**src/rtl/omsp_hmac_driver_if.sv**
```systemverilog
// ---------------------------------------------------------------------------
// omsp_hmac_driver_if
//   Groups the byte-RAM bus and the omsp_hmac start_continue/data_available/
//   busy handshake that omsp_hmac_driver drives.
//
//   Parameters
//     RATE        RAM / HMAC data width in bits
//     ADDR_WIDTH  RAM address width
//
//   Signals (direction as seen by the driver, modport master)
//     mem_addr             out  RAM address
//     mem_rd               out  RAM read strobe, data returns next cycle
//     mem_wr               out  RAM write strobe
//     mem_wdata            out  RAM write data
//     mem_rdata            in   RAM read data
//     hmac_start_continue  out  1-cycle command pulse to the core
//     hmac_data_available  out  qualifies the pulse as a data feed
//     hmac_data_in         out  data chunk to the core
//     hmac_data_out        in   tag chunk from the core
//     hmac_busy            in   core busy
//
//   The slave modport is the RAM + core side.
// ---------------------------------------------------------------------------
interface omsp_hmac_driver_if #(
  parameter int unsigned RATE       = 8,
  parameter int unsigned ADDR_WIDTH = 16
) ();

  logic [ADDR_WIDTH-1:0] mem_addr;
  logic                  mem_rd;
  logic                  mem_wr;
  logic [RATE-1:0]       mem_wdata;
  logic [RATE-1:0]       mem_rdata;
  logic                  hmac_start_continue;
  logic                  hmac_data_available;
  logic [RATE-1:0]       hmac_data_in;
  logic [RATE-1:0]       hmac_data_out;
  logic                  hmac_busy;

  modport master (
    output mem_addr,
    output mem_rd,
    output mem_wr,
    output mem_wdata,
    input  mem_rdata,
    output hmac_start_continue,
    output hmac_data_available,
    output hmac_data_in,
    input  hmac_data_out,
    input  hmac_busy
  );

  modport slave (
    input  mem_addr,
    input  mem_rd,
    input  mem_wr,
    input  mem_wdata,
    output mem_rdata,
    input  hmac_start_continue,
    input  hmac_data_available,
    input  hmac_data_in,
    output hmac_data_out,
    output hmac_busy
  );

endinterface

```
**src/rtl/omsp_hmac_driver.sv**
```systemverilog
// ---------------------------------------------------------------------------
// omsp_hmac_driver
//   DMA-style sequencer in front of omsp_hmac. Streams msg_len chunks from a
//   byte RAM into the core, issues the pad/finalise command, squeezes
//   TAG_SIZE/RATE tag chunks and either writes them back to RAM at tag_addr
//   or (with HMAC_DRV_VERIFY_EN defined) compares them, in constant time,
//   against the tag stored there.
//
//   Optional feature macro: HMAC_DRV_VERIFY_EN
//     defined   : cmd_verify selects the compare path, ok reports the match
//     undefined : cmd_verify ignored, tag always written, ok tied to 0
//
//   Ports
//     clk, reset     clock, synchronous active-high reset (shared with core)
//     cmd_start      1-cycle start pulse, honoured only while busy=0
//     cmd_verify     compare (1) or write (0) the tag, sampled with cmd_start
//     msg_addr       message base address, sampled with cmd_start
//     msg_len        message length in chunks, sampled with cmd_start
//     tag_addr       tag base address, sampled with cmd_start
//     bus            RAM bus + core handshake (omsp_hmac_driver_if.master)
//     busy           operation in progress
//     done           1-cycle pulse at end of operation
//     ok             verify result, valid while done=1
//     err            1-cycle pulse, command rejected (msg_len=0)
// ---------------------------------------------------------------------------
module omsp_hmac_driver #(
  parameter int unsigned RATE       = 8,
  parameter int unsigned TAG_SIZE   = 128,
  parameter int unsigned ADDR_WIDTH = 16,
  parameter int unsigned LEN_WIDTH  = 16
) (
  input  logic                  clk,
  input  logic                  reset,
  input  logic                  cmd_start,
  input  logic                  cmd_verify,
  input  logic [ADDR_WIDTH-1:0] msg_addr,
  input  logic [LEN_WIDTH-1:0]  msg_len,
  input  logic [ADDR_WIDTH-1:0] tag_addr,
  omsp_hmac_driver_if.master    bus,
  output logic                  busy,
  output logic                  done,
  output logic                  ok,
  output logic                  err
);

  localparam int unsigned NumChunks = TAG_SIZE / RATE;
  localparam int unsigned ChunkW    = (NumChunks > 1) ? $clog2(NumChunks) : 1;
  localparam logic [ChunkW-1:0] LastChunk = ChunkW'(NumChunks - 1);

  typedef enum logic [3:0] {
    StIdle,
    StMsgRd,
    StMsgFeed,
    StMsgWait,
    StFin,
    StFinWait,
    StSqz,
    StSqzWait,
    StTagWr,
    StTagRd,
    StTagCmp,
    StDone
  } state_e;

  state_e                state_q, state_d;
  logic [ADDR_WIDTH-1:0] msg_addr_q, msg_addr_d;
  logic [LEN_WIDTH-1:0]  msg_len_q, msg_len_d;
  logic [ADDR_WIDTH-1:0] tag_addr_q, tag_addr_d;
  logic [LEN_WIDTH-1:0]  idx_q, idx_d;
  logic [ChunkW-1:0]     chunk_idx_q, chunk_idx_d;
  logic [RATE-1:0]       chunk_q, chunk_d;
  logic                  err_q, err_d;

`ifdef HMAC_DRV_VERIFY_EN
  logic                  verify_q, verify_d;
  logic [RATE-1:0]       diff_q, diff_d;
`else
  logic unused_cmd_verify;
  assign unused_cmd_verify = cmd_verify;
`endif

  // State and datapath registers
  always_ff @(posedge clk) begin
    if (reset) begin
      state_q     <= StIdle;
      msg_addr_q  <= '0;
      msg_len_q   <= '0;
      tag_addr_q  <= '0;
      idx_q       <= '0;
      chunk_idx_q <= '0;
      chunk_q     <= '0;
      err_q       <= 1'b0;
`ifdef HMAC_DRV_VERIFY_EN
      verify_q    <= 1'b0;
      diff_q      <= '0;
`endif
    end else begin
      state_q     <= state_d;
      msg_addr_q  <= msg_addr_d;
      msg_len_q   <= msg_len_d;
      tag_addr_q  <= tag_addr_d;
      idx_q       <= idx_d;
      chunk_idx_q <= chunk_idx_d;
      chunk_q     <= chunk_d;
      err_q       <= err_d;
`ifdef HMAC_DRV_VERIFY_EN
      verify_q    <= verify_d;
      diff_q      <= diff_d;
`endif
    end
  end

  // Next-state logic
  always_comb begin
    state_d     = state_q;
    msg_addr_d  = msg_addr_q;
    msg_len_d   = msg_len_q;
    tag_addr_d  = tag_addr_q;
    idx_d       = idx_q;
    chunk_idx_d = chunk_idx_q;
    chunk_d     = chunk_q;
    err_d       = 1'b0;
`ifdef HMAC_DRV_VERIFY_EN
    verify_d    = verify_q;
    diff_d      = diff_q;
`endif
    unique case (state_q)
      StIdle: begin
        if (cmd_start) begin
          msg_addr_d  = msg_addr;
          msg_len_d   = msg_len;
          tag_addr_d  = tag_addr;
          idx_d       = '0;
          chunk_idx_d = '0;
`ifdef HMAC_DRV_VERIFY_EN
          verify_d    = cmd_verify;
          diff_d      = '0;
`endif
          // The core cannot start a hash without at least one data chunk.
          if (msg_len == '0) begin
            err_d = 1'b1;
          end else begin
            state_d = StMsgRd;
          end
        end
      end
      StMsgRd:   state_d = StMsgFeed;
      StMsgFeed: state_d = StMsgWait;
      StMsgWait: begin
        if (!bus.hmac_busy) begin
          idx_d   = idx_q + 1'b1;
          state_d = (idx_d == msg_len_q) ? StFin : StMsgRd;
        end
      end
      StFin:     state_d = StFinWait;
      StFinWait: begin
        if (!bus.hmac_busy) state_d = StSqz;
      end
      StSqz:     state_d = StSqzWait;
      StSqzWait: begin
        if (!bus.hmac_busy) begin
          chunk_d = bus.hmac_data_out;
`ifdef HMAC_DRV_VERIFY_EN
          state_d = verify_q ? StTagRd : StTagWr;
`else
          state_d = StTagWr;
`endif
        end
      end
      StTagWr: begin
        if (chunk_idx_q == LastChunk) begin
          chunk_idx_d = '0;
          state_d     = StDone;
        end else begin
          chunk_idx_d = chunk_idx_q + 1'b1;
          state_d     = StSqz;
        end
      end
`ifdef HMAC_DRV_VERIFY_EN
      StTagRd:   state_d = StTagCmp;
      StTagCmp: begin
        // Accumulate every chunk; no early exit keeps timing data-independent.
        diff_d = diff_q | (bus.mem_rdata ^ chunk_q);
        if (chunk_idx_q == LastChunk) begin
          chunk_idx_d = '0;
          state_d     = StDone;
        end else begin
          chunk_idx_d = chunk_idx_q + 1'b1;
          state_d     = StSqz;
        end
      end
`endif
      StDone:    state_d = StIdle;
      default:   state_d = StIdle;
    endcase
  end

  // Outputs, decoded from the registered state only
  always_comb begin
    bus.mem_addr            = '0;
    bus.mem_rd              = 1'b0;
    bus.mem_wr              = 1'b0;
    bus.mem_wdata           = '0;
    bus.hmac_start_continue = 1'b0;
    bus.hmac_data_available = 1'b0;
    bus.hmac_data_in        = '0;
    busy                    = (state_q != StIdle);
    done                    = 1'b0;
    ok                      = 1'b0;
    err                     = err_q;
    unique case (state_q)
      StMsgRd: begin
        bus.mem_rd   = 1'b1;
        bus.mem_addr = msg_addr_q + ADDR_WIDTH'(idx_q);
      end
      StMsgFeed: begin
        bus.hmac_start_continue = 1'b1;
        bus.hmac_data_available = 1'b1;
        bus.hmac_data_in        = bus.mem_rdata;
      end
      StFin, StSqz: bus.hmac_start_continue = 1'b1;
      StTagWr: begin
        bus.mem_wr    = 1'b1;
        bus.mem_addr  = tag_addr_q + ADDR_WIDTH'(chunk_idx_q);
        bus.mem_wdata = chunk_q;
      end
`ifdef HMAC_DRV_VERIFY_EN
      StTagRd: begin
        bus.mem_rd   = 1'b1;
        bus.mem_addr = tag_addr_q + ADDR_WIDTH'(chunk_idx_q);
      end
`endif
      StDone: begin
        done = 1'b1;
`ifdef HMAC_DRV_VERIFY_EN
        ok   = verify_q & (diff_q == '0);
`endif
      end
      default: ;
    endcase
  end

endmodule

```
**src/flat_wrapper.sv**
```systemverilog
// flat-port wrapper written by rule: the top's interface ports become plain ports
module omsp_hmac_driver_flat 
#(
  parameter int unsigned RATE       = 8,
  parameter int unsigned TAG_SIZE   = 128,
  parameter int unsigned ADDR_WIDTH = 16,
  parameter int unsigned LEN_WIDTH  = 16
)
  (clk, reset, cmd_start, cmd_verify, msg_addr, msg_len, tag_addr, busy, done, ok, err, bus_mem_addr, bus_mem_rd, bus_mem_wr, bus_mem_wdata, bus_mem_rdata, bus_hmac_start_continue, bus_hmac_data_available, bus_hmac_data_in, bus_hmac_data_out, bus_hmac_busy);
  omsp_hmac_driver_if #(.RATE(RATE), .ADDR_WIDTH(ADDR_WIDTH)) bus_i ();
  input  logic clk;
  input  logic reset;
  input  logic cmd_start;
  input  logic cmd_verify;
  input  logic [ADDR_WIDTH-1:0] msg_addr;
  input  logic [LEN_WIDTH-1:0] msg_len;
  input  logic [ADDR_WIDTH-1:0] tag_addr;
  output logic busy;
  output logic done;
  output logic ok;
  output logic err;
  output wire logic [$bits(bus_i.mem_addr)-1:0] bus_mem_addr;
  output wire logic [$bits(bus_i.mem_rd)-1:0] bus_mem_rd;
  output wire logic [$bits(bus_i.mem_wr)-1:0] bus_mem_wr;
  output wire logic [$bits(bus_i.mem_wdata)-1:0] bus_mem_wdata;
  input wire logic [$bits(bus_i.mem_rdata)-1:0] bus_mem_rdata;
  output wire logic [$bits(bus_i.hmac_start_continue)-1:0] bus_hmac_start_continue;
  output wire logic [$bits(bus_i.hmac_data_available)-1:0] bus_hmac_data_available;
  output wire logic [$bits(bus_i.hmac_data_in)-1:0] bus_hmac_data_in;
  input wire logic [$bits(bus_i.hmac_data_out)-1:0] bus_hmac_data_out;
  input wire logic [$bits(bus_i.hmac_busy)-1:0] bus_hmac_busy;
  assign bus_mem_addr = bus_i.mem_addr;
  assign bus_mem_rd = bus_i.mem_rd;
  assign bus_mem_wr = bus_i.mem_wr;
  assign bus_mem_wdata = bus_i.mem_wdata;
  assign bus_i.mem_rdata = bus_mem_rdata;
  assign bus_hmac_start_continue = bus_i.hmac_start_continue;
  assign bus_hmac_data_available = bus_i.hmac_data_available;
  assign bus_hmac_data_in = bus_i.hmac_data_in;
  assign bus_i.hmac_data_out = bus_hmac_data_out;
  assign bus_i.hmac_busy = bus_hmac_busy;
  omsp_hmac_driver #(.RATE(RATE), .TAG_SIZE(TAG_SIZE), .ADDR_WIDTH(ADDR_WIDTH), .LEN_WIDTH(LEN_WIDTH)) u_core (.clk(clk), .reset(reset), .cmd_start(cmd_start), .cmd_verify(cmd_verify), .msg_addr(msg_addr), .msg_len(msg_len), .tag_addr(tag_addr), .bus(bus_i), .busy(busy), .done(done), .ok(ok), .err(err));
endmodule
```
**config.mk**
```make
export PLATFORM = sky130hd
export DESIGN_NAME = omsp_hmac_driver_flat
export DESIGN_NICKNAME = d
export VERILOG_FILES = /design/src/rtl/omsp_hmac_driver_if.sv /design/src/rtl/omsp_hmac_driver.sv /design/src/flat_wrapper.sv
export SDC_FILE = /design/constraint.sdc
export NUM_CORES = 1
export LEC_CHECK = 0
export ABC_AREA = 1
export BUFFER_PORTS_ARGS = -buffer_cell sky130_fd_sc_hd__buf_2
export CAP_MARGIN = 20
export CORE_UTILIZATION = 59
export CTS_CLUSTER_DIAMETER = 100
export DETAILED_ROUTE_END_ITERATION = 6
export MAX_ROUTING_LAYER = met4
export PLACE_DENSITY_LB_ADDON = 0.08
export SLEW_MARGIN = 15
export SYNTH_ARGS = -nofsm -noshare
export SYNTH_HDL_FRONTEND = slang
export SYNTH_SLANG_ARGS = --single-unit
```
**constraint.sdc**
```tcl
create_clock -name clk -period 5.7 [get_ports clk]
set_input_delay 1.71 -clock clk [delete_from_list [all_inputs] [get_ports clk]]
set_output_delay 1.71 -clock clk [all_outputs]
set_load 0.01 [all_outputs]
```
[Word level (Yosys, flattened, before mapping)]
Cells that the tools add are included.
Widths: inputs -> output; s select.
Word-level totals
  bits in registers: 81
  input port bits: 69
  output and inout port bits: 40
  word-level logic and storage cells: 66
Operators by class
  add/sub/neg operators: 4
  equal/unequal tests: 16
  mux-type cells: 23
  bitwise operators: 3
  reduce and logical (&&, ||, !) cells: 12
Operators by type and width (number)
  $pmux 16 s2: 2
  $pmux 4 s9: 1
  $mux 16: 2
  $mux 4: 8
  $add 16x1->16 const B: 1
  $add 16x16->16: 1
  $add 16x4->16: 1
  $eq 16x16->1: 1
  $eq 4x3->1 const B: 4
  $logic_not 16->1: 1
  $mux 8: 2
  $eq 4x4->1 const B: 3
  $ne 2x2->1 const B: 5
  $eq 4x2->1 const B: 2
  $pmux 4 s2: 1
  $mux 1: 6
  $reduce_and 2->1: 3
  $reduce_or 3->1: 2
  $reduce_and 5->1: 1
  $add 4x1->4 const B: 1
  $eq 4x1->1 const B: 1
  $logic_not 4->1: 1
  $reduce_bool 2->1: 2
  $reduce_bool 4->1: 1
  3 further kinds: 5

[Longest topological paths before layout]
  depth after elaboration: 5
  mapped depth: 15
  depth with buffers taken out: 15

[Least setup slack after synthesis]
Ideal clock, no wire load.
  kind: reg-to-output
  start: reg u_core.chunk_idx_q[0]
  end: out bus_mem_addr[14]
  data arrival time: 2096 ps
  path slack: 1894 ps
  cell stages (with the launch flop): 15
  path buffers: 0
  path through: dfxtp_1 -> ha_1 -> inv_1 -> fa_1 -> inv_1 -> nand3_1 -> nand2_1 -> nand2_1 -> nor3_2 -> nand2_1 -> nor2_1 -> nand2_1 -> nor3_1 -> nor2_1 -> o22ai_1
On the way
  longest elaborated chain between the ends: 2
RTL lines
  start, declared: line omsp_hmac_driver.sv:70  | logic [ChunkW-1:0] chunk_idx_q, chunk_idx_d;
  start signal, assigned: line omsp_hmac_driver.sv:103  | chunk_idx_q <= chunk_idx_d;
  $add 16x4->16: line omsp_hmac_driver.sv:224  | bus.mem_addr = tag_addr_q + ADDR_WIDTH'(chunk_idx_q);
  $pmux 16 s2: line omsp_hmac_driver.sv:211  | unique case (state_q)
  end, declared: line flat_wrapper.sv:22  | output wire logic [$bits(bus_i.mem_addr)-1:0] bus_mem_addr;
No other way between the ends.

[Worst setup path after layout]
Same ends and word-level chain as after synthesis.

==> out/qor.csv <==
metric,value,unit
Post-synth top flop,dfxtp_1,
top post-synthesis cells by area,"dfxtp_1, nand2_1, nor2_1",
Reg2Reg Launch Point,u_core.idx_q[1],
synth cell count leaders,"nand2_1, nor2_1, inv_1",
Crit path depth,15,
share of cells above drive strength 1,0.179,
Crit path top cell by count,nand2_1,
final hold viol count,0,
Routed WL per cell,13.6,µm
Ys Warns,0,
root buffer cell,clkbuf_8,
pwr dens,253,mW/mm²
top-count cell post-synth,nand2_1,
R2R setup slack,3.42,ns
"Max FO, Critical Path",4,
Post-CTS Setup Bufs,0,
Tmin final,4.64,ns
DRT Wirelength,13400,µm
slew of the pin with the lowest slew margin,0.713,ns
CP Capture Type,primary output,
Area Growth Syn to Fin,15.5,%
Register Area,0.00162,mm²
Worst Setup SP,u_core.chunk_idx_q[0],
Vias/cell,5.50,
FF-to-FF End,u_core.state_q[0],
Worst-path clk slew,0.08,ns
DRC viols,0,
Clock Skew,0.00791,ns
worst hold path type,flip-flop to flip-flop,
post-synthesis instance total,777,
final setup fails,0,
DP Wirelength,9930,µm
status,"finished, final reports clean",
Max IR drop VDD,0.000184,V
CTS Buffer Depth,2,
Final nets,968,
asr flop ratio synth,0,
grt ovf,0,
number of I/O pins,109,
CTS hold repair buffers,0,
Yosys reg bits,81,
CTS Buf Count,9,
post-cts resize count,0,
WS Path Type,flip-flop to primary output,
post-synth top area cell,dfxtp_1,
crit share post-route,0.814,
"Endpoint, Worst Hold",u_core.chunk_q[2],
crit-path max cell delay,0.40,ns
HP Start,u_core.chunk_q[2],
Pwr Total,0.00146,W
# rows,33,
Buffers on Ports,106,
max_slew headroom,0.524,
mapped cell area,0.00501,mm²
synthesized area per cell,6.45,µm²
"CP delay by family, top",simple AND/OR/NAND/NOR gates,
area occupied by multi-input gates,0.00293,mm²
Antenna Violating Nets Remaining,0,
die span in x,94.2,µm
CP required,3.99,ns
fmax,216,MHz
Starting Density,0.610,
antenna violations before repair,0,
antenna diode count,0,
Pre-antenna DRT Iters,5,
CTS tree,built,
RSZ-0062 raised after global routing,false,
Clock Sinks,81,
crit path buf inv count,3,
All-Layer GR Usage,0.321,
H-tree depth,3,
FF-to-FF path depth,14,
largest net degree at the start of global routing,38,
gpl congestion,0.978,
fillers,715,
total negative setup slack,0,ns
post-synth cell types,40,
Post-synth EDFFs,0,
sequential share of the synthesized area,0.324,
Crit-path slowest cell,dfxtp_1,
worst skew pair latency,0.35,ns
Die Ht,94.2,µm
Crit path arrival time,2.93,ns
max cap viols,0,
Max Slew Vio Count,0,
post-synth top area share,0.324,
first-pass GRT wire length,21600,µm
Die ar.,0.00887,mm²
Worst setup SP type,flip-flop,
hold depth,2,
vias in the first global route,4912,
syn nets,869,
Core ar.,0.00822,mm²
DR iter-0 viols,333,
"Cell Chain, Critical Path",ha_1 > inv_1 > fa_1 > inv_1 > nand3_1 > nand2_1 > nand2_1 > nor3_2 > nand2_1 > nor2_1 > nand2_1 > nor3_1 > nor2_1 > o22ai_1 > buf_2,
Leakage,2.61,nW
vias,5426,
[logic make-up (layout without fill, tap and decap cells)]
kind of cell	count (synthesis)	count (layout)	share of synthesized area
xor gates and xnor gates	9	9	0.0185
DFF	81	81	0.324
and+or+nand+nor	366	366	0.316
buffers and inverters	116	220	0.0914
AOI/OAI and AO/OA	181	181	0.190
other	1	1	0.000748
adders and majority gates	23	23	0.0604
[through the flow]
step,hold slack [ns],util,area (µm²),instances,setup WS [ns]
after global routing,0.479,0.705,5790,986,0.816
after global placement,0.438,0.682,5610,970,1.65
after CTS,0.459,0.705,5790,986,1.15
after floorplan,0.430,-,5010,777,1.89
after detailed placement,0.446,0.682,5610,970,1.55
final,0.455,0.705,5790,986,1.06
[worst max-delay path by stage]
stage	to	slack (ns)
after floorplan	bus_mem_addr[14]	1.89
after global placement	bus_mem_addr[14]	1.65
after detailed placement	bus_mem_addr[12]	1.55
after CTS	bus_mem_addr[12]	1.15
after global routing	bus_mem_addr[12]	0.82
final	bus_mem_addr[14]	1.06
[power breakdown]
group          internal, W  switching (W)
logic             0.000137       0.000255
registers         0.000629      0.0000464
clock network     0.000182       0.000215
[cell usage in the layout, fill, tap and decap left out, drive strengths merged, types with 2 or more instances in the layout]
cell type  netlist  routed
nand4           11      11
o32ai            2       2
clkinv           1       2
nor4             5       5
nand3           47      47
a31oi            4       4
ha              21      21
or2              5       5
nor3            12      12
clkinvlp         0       3
fa               2       2
clkbuf          20      12
o21ai           83      83
buf              4     112
nor2           120     120
o22ai            6       6
inv             91      91
xor2             7       7
a21oi           80      80
dfxtp           81      81
nand2          165     165
a31o             2       2
[final cells by class]
| type | count | area share |
|---|---|---|
| timing repair buffer | 112 | 0.0994 |
| clock inverter | 4 | 0.00475 |
| tap | 105 | 0.0227 |
| sequential | 81 | 0.280 |
| multi-input combinational | 580 | 0.507 |
| clock buffer | 12 | 0.0268 |
| inverter | 92 | 0.0596 |
[sequential cells by signal, indices dropped and copies added, names as in the netlist]
signal              count
u_core.chunk_idx_q      4
u_core.idx_q           16
u_core.err              1
u_core.state_q          4
u_core.tag_addr_q      16
u_core.msg_len_q       16
u_core.msg_addr_q      16
u_core.chunk_q          8
[worst register-to-register path: stages (launching register included)]
cell and delay [ns]:
dfxtp_1 0.48, ha_1 0.25, nand3_1 0.16, nor2_1 0.26, nand4_1 0.15, nand2_1 0.12, nand2_1 0.06, nand2_1 0.05
nand2_1 0.05, nor2_1 0.23, nand3_1 0.11, nand2_1 0.08, nand2_1 0.05, nand2_1 0.05, a21oi_1 0.05
[routing by layer]
metal  track usage  up-vias  routed length [µm]  part of all wire
li1              -     2753                   -                 -
met2         0.519      231                6240              0.47
met3        0.0518       49                1010             0.075
met4         0.169        0                 553             0.041
met5             -        -                   0                 0
met1         0.383     2393                5580              0.42
Power figures use the tool's default switching activity.
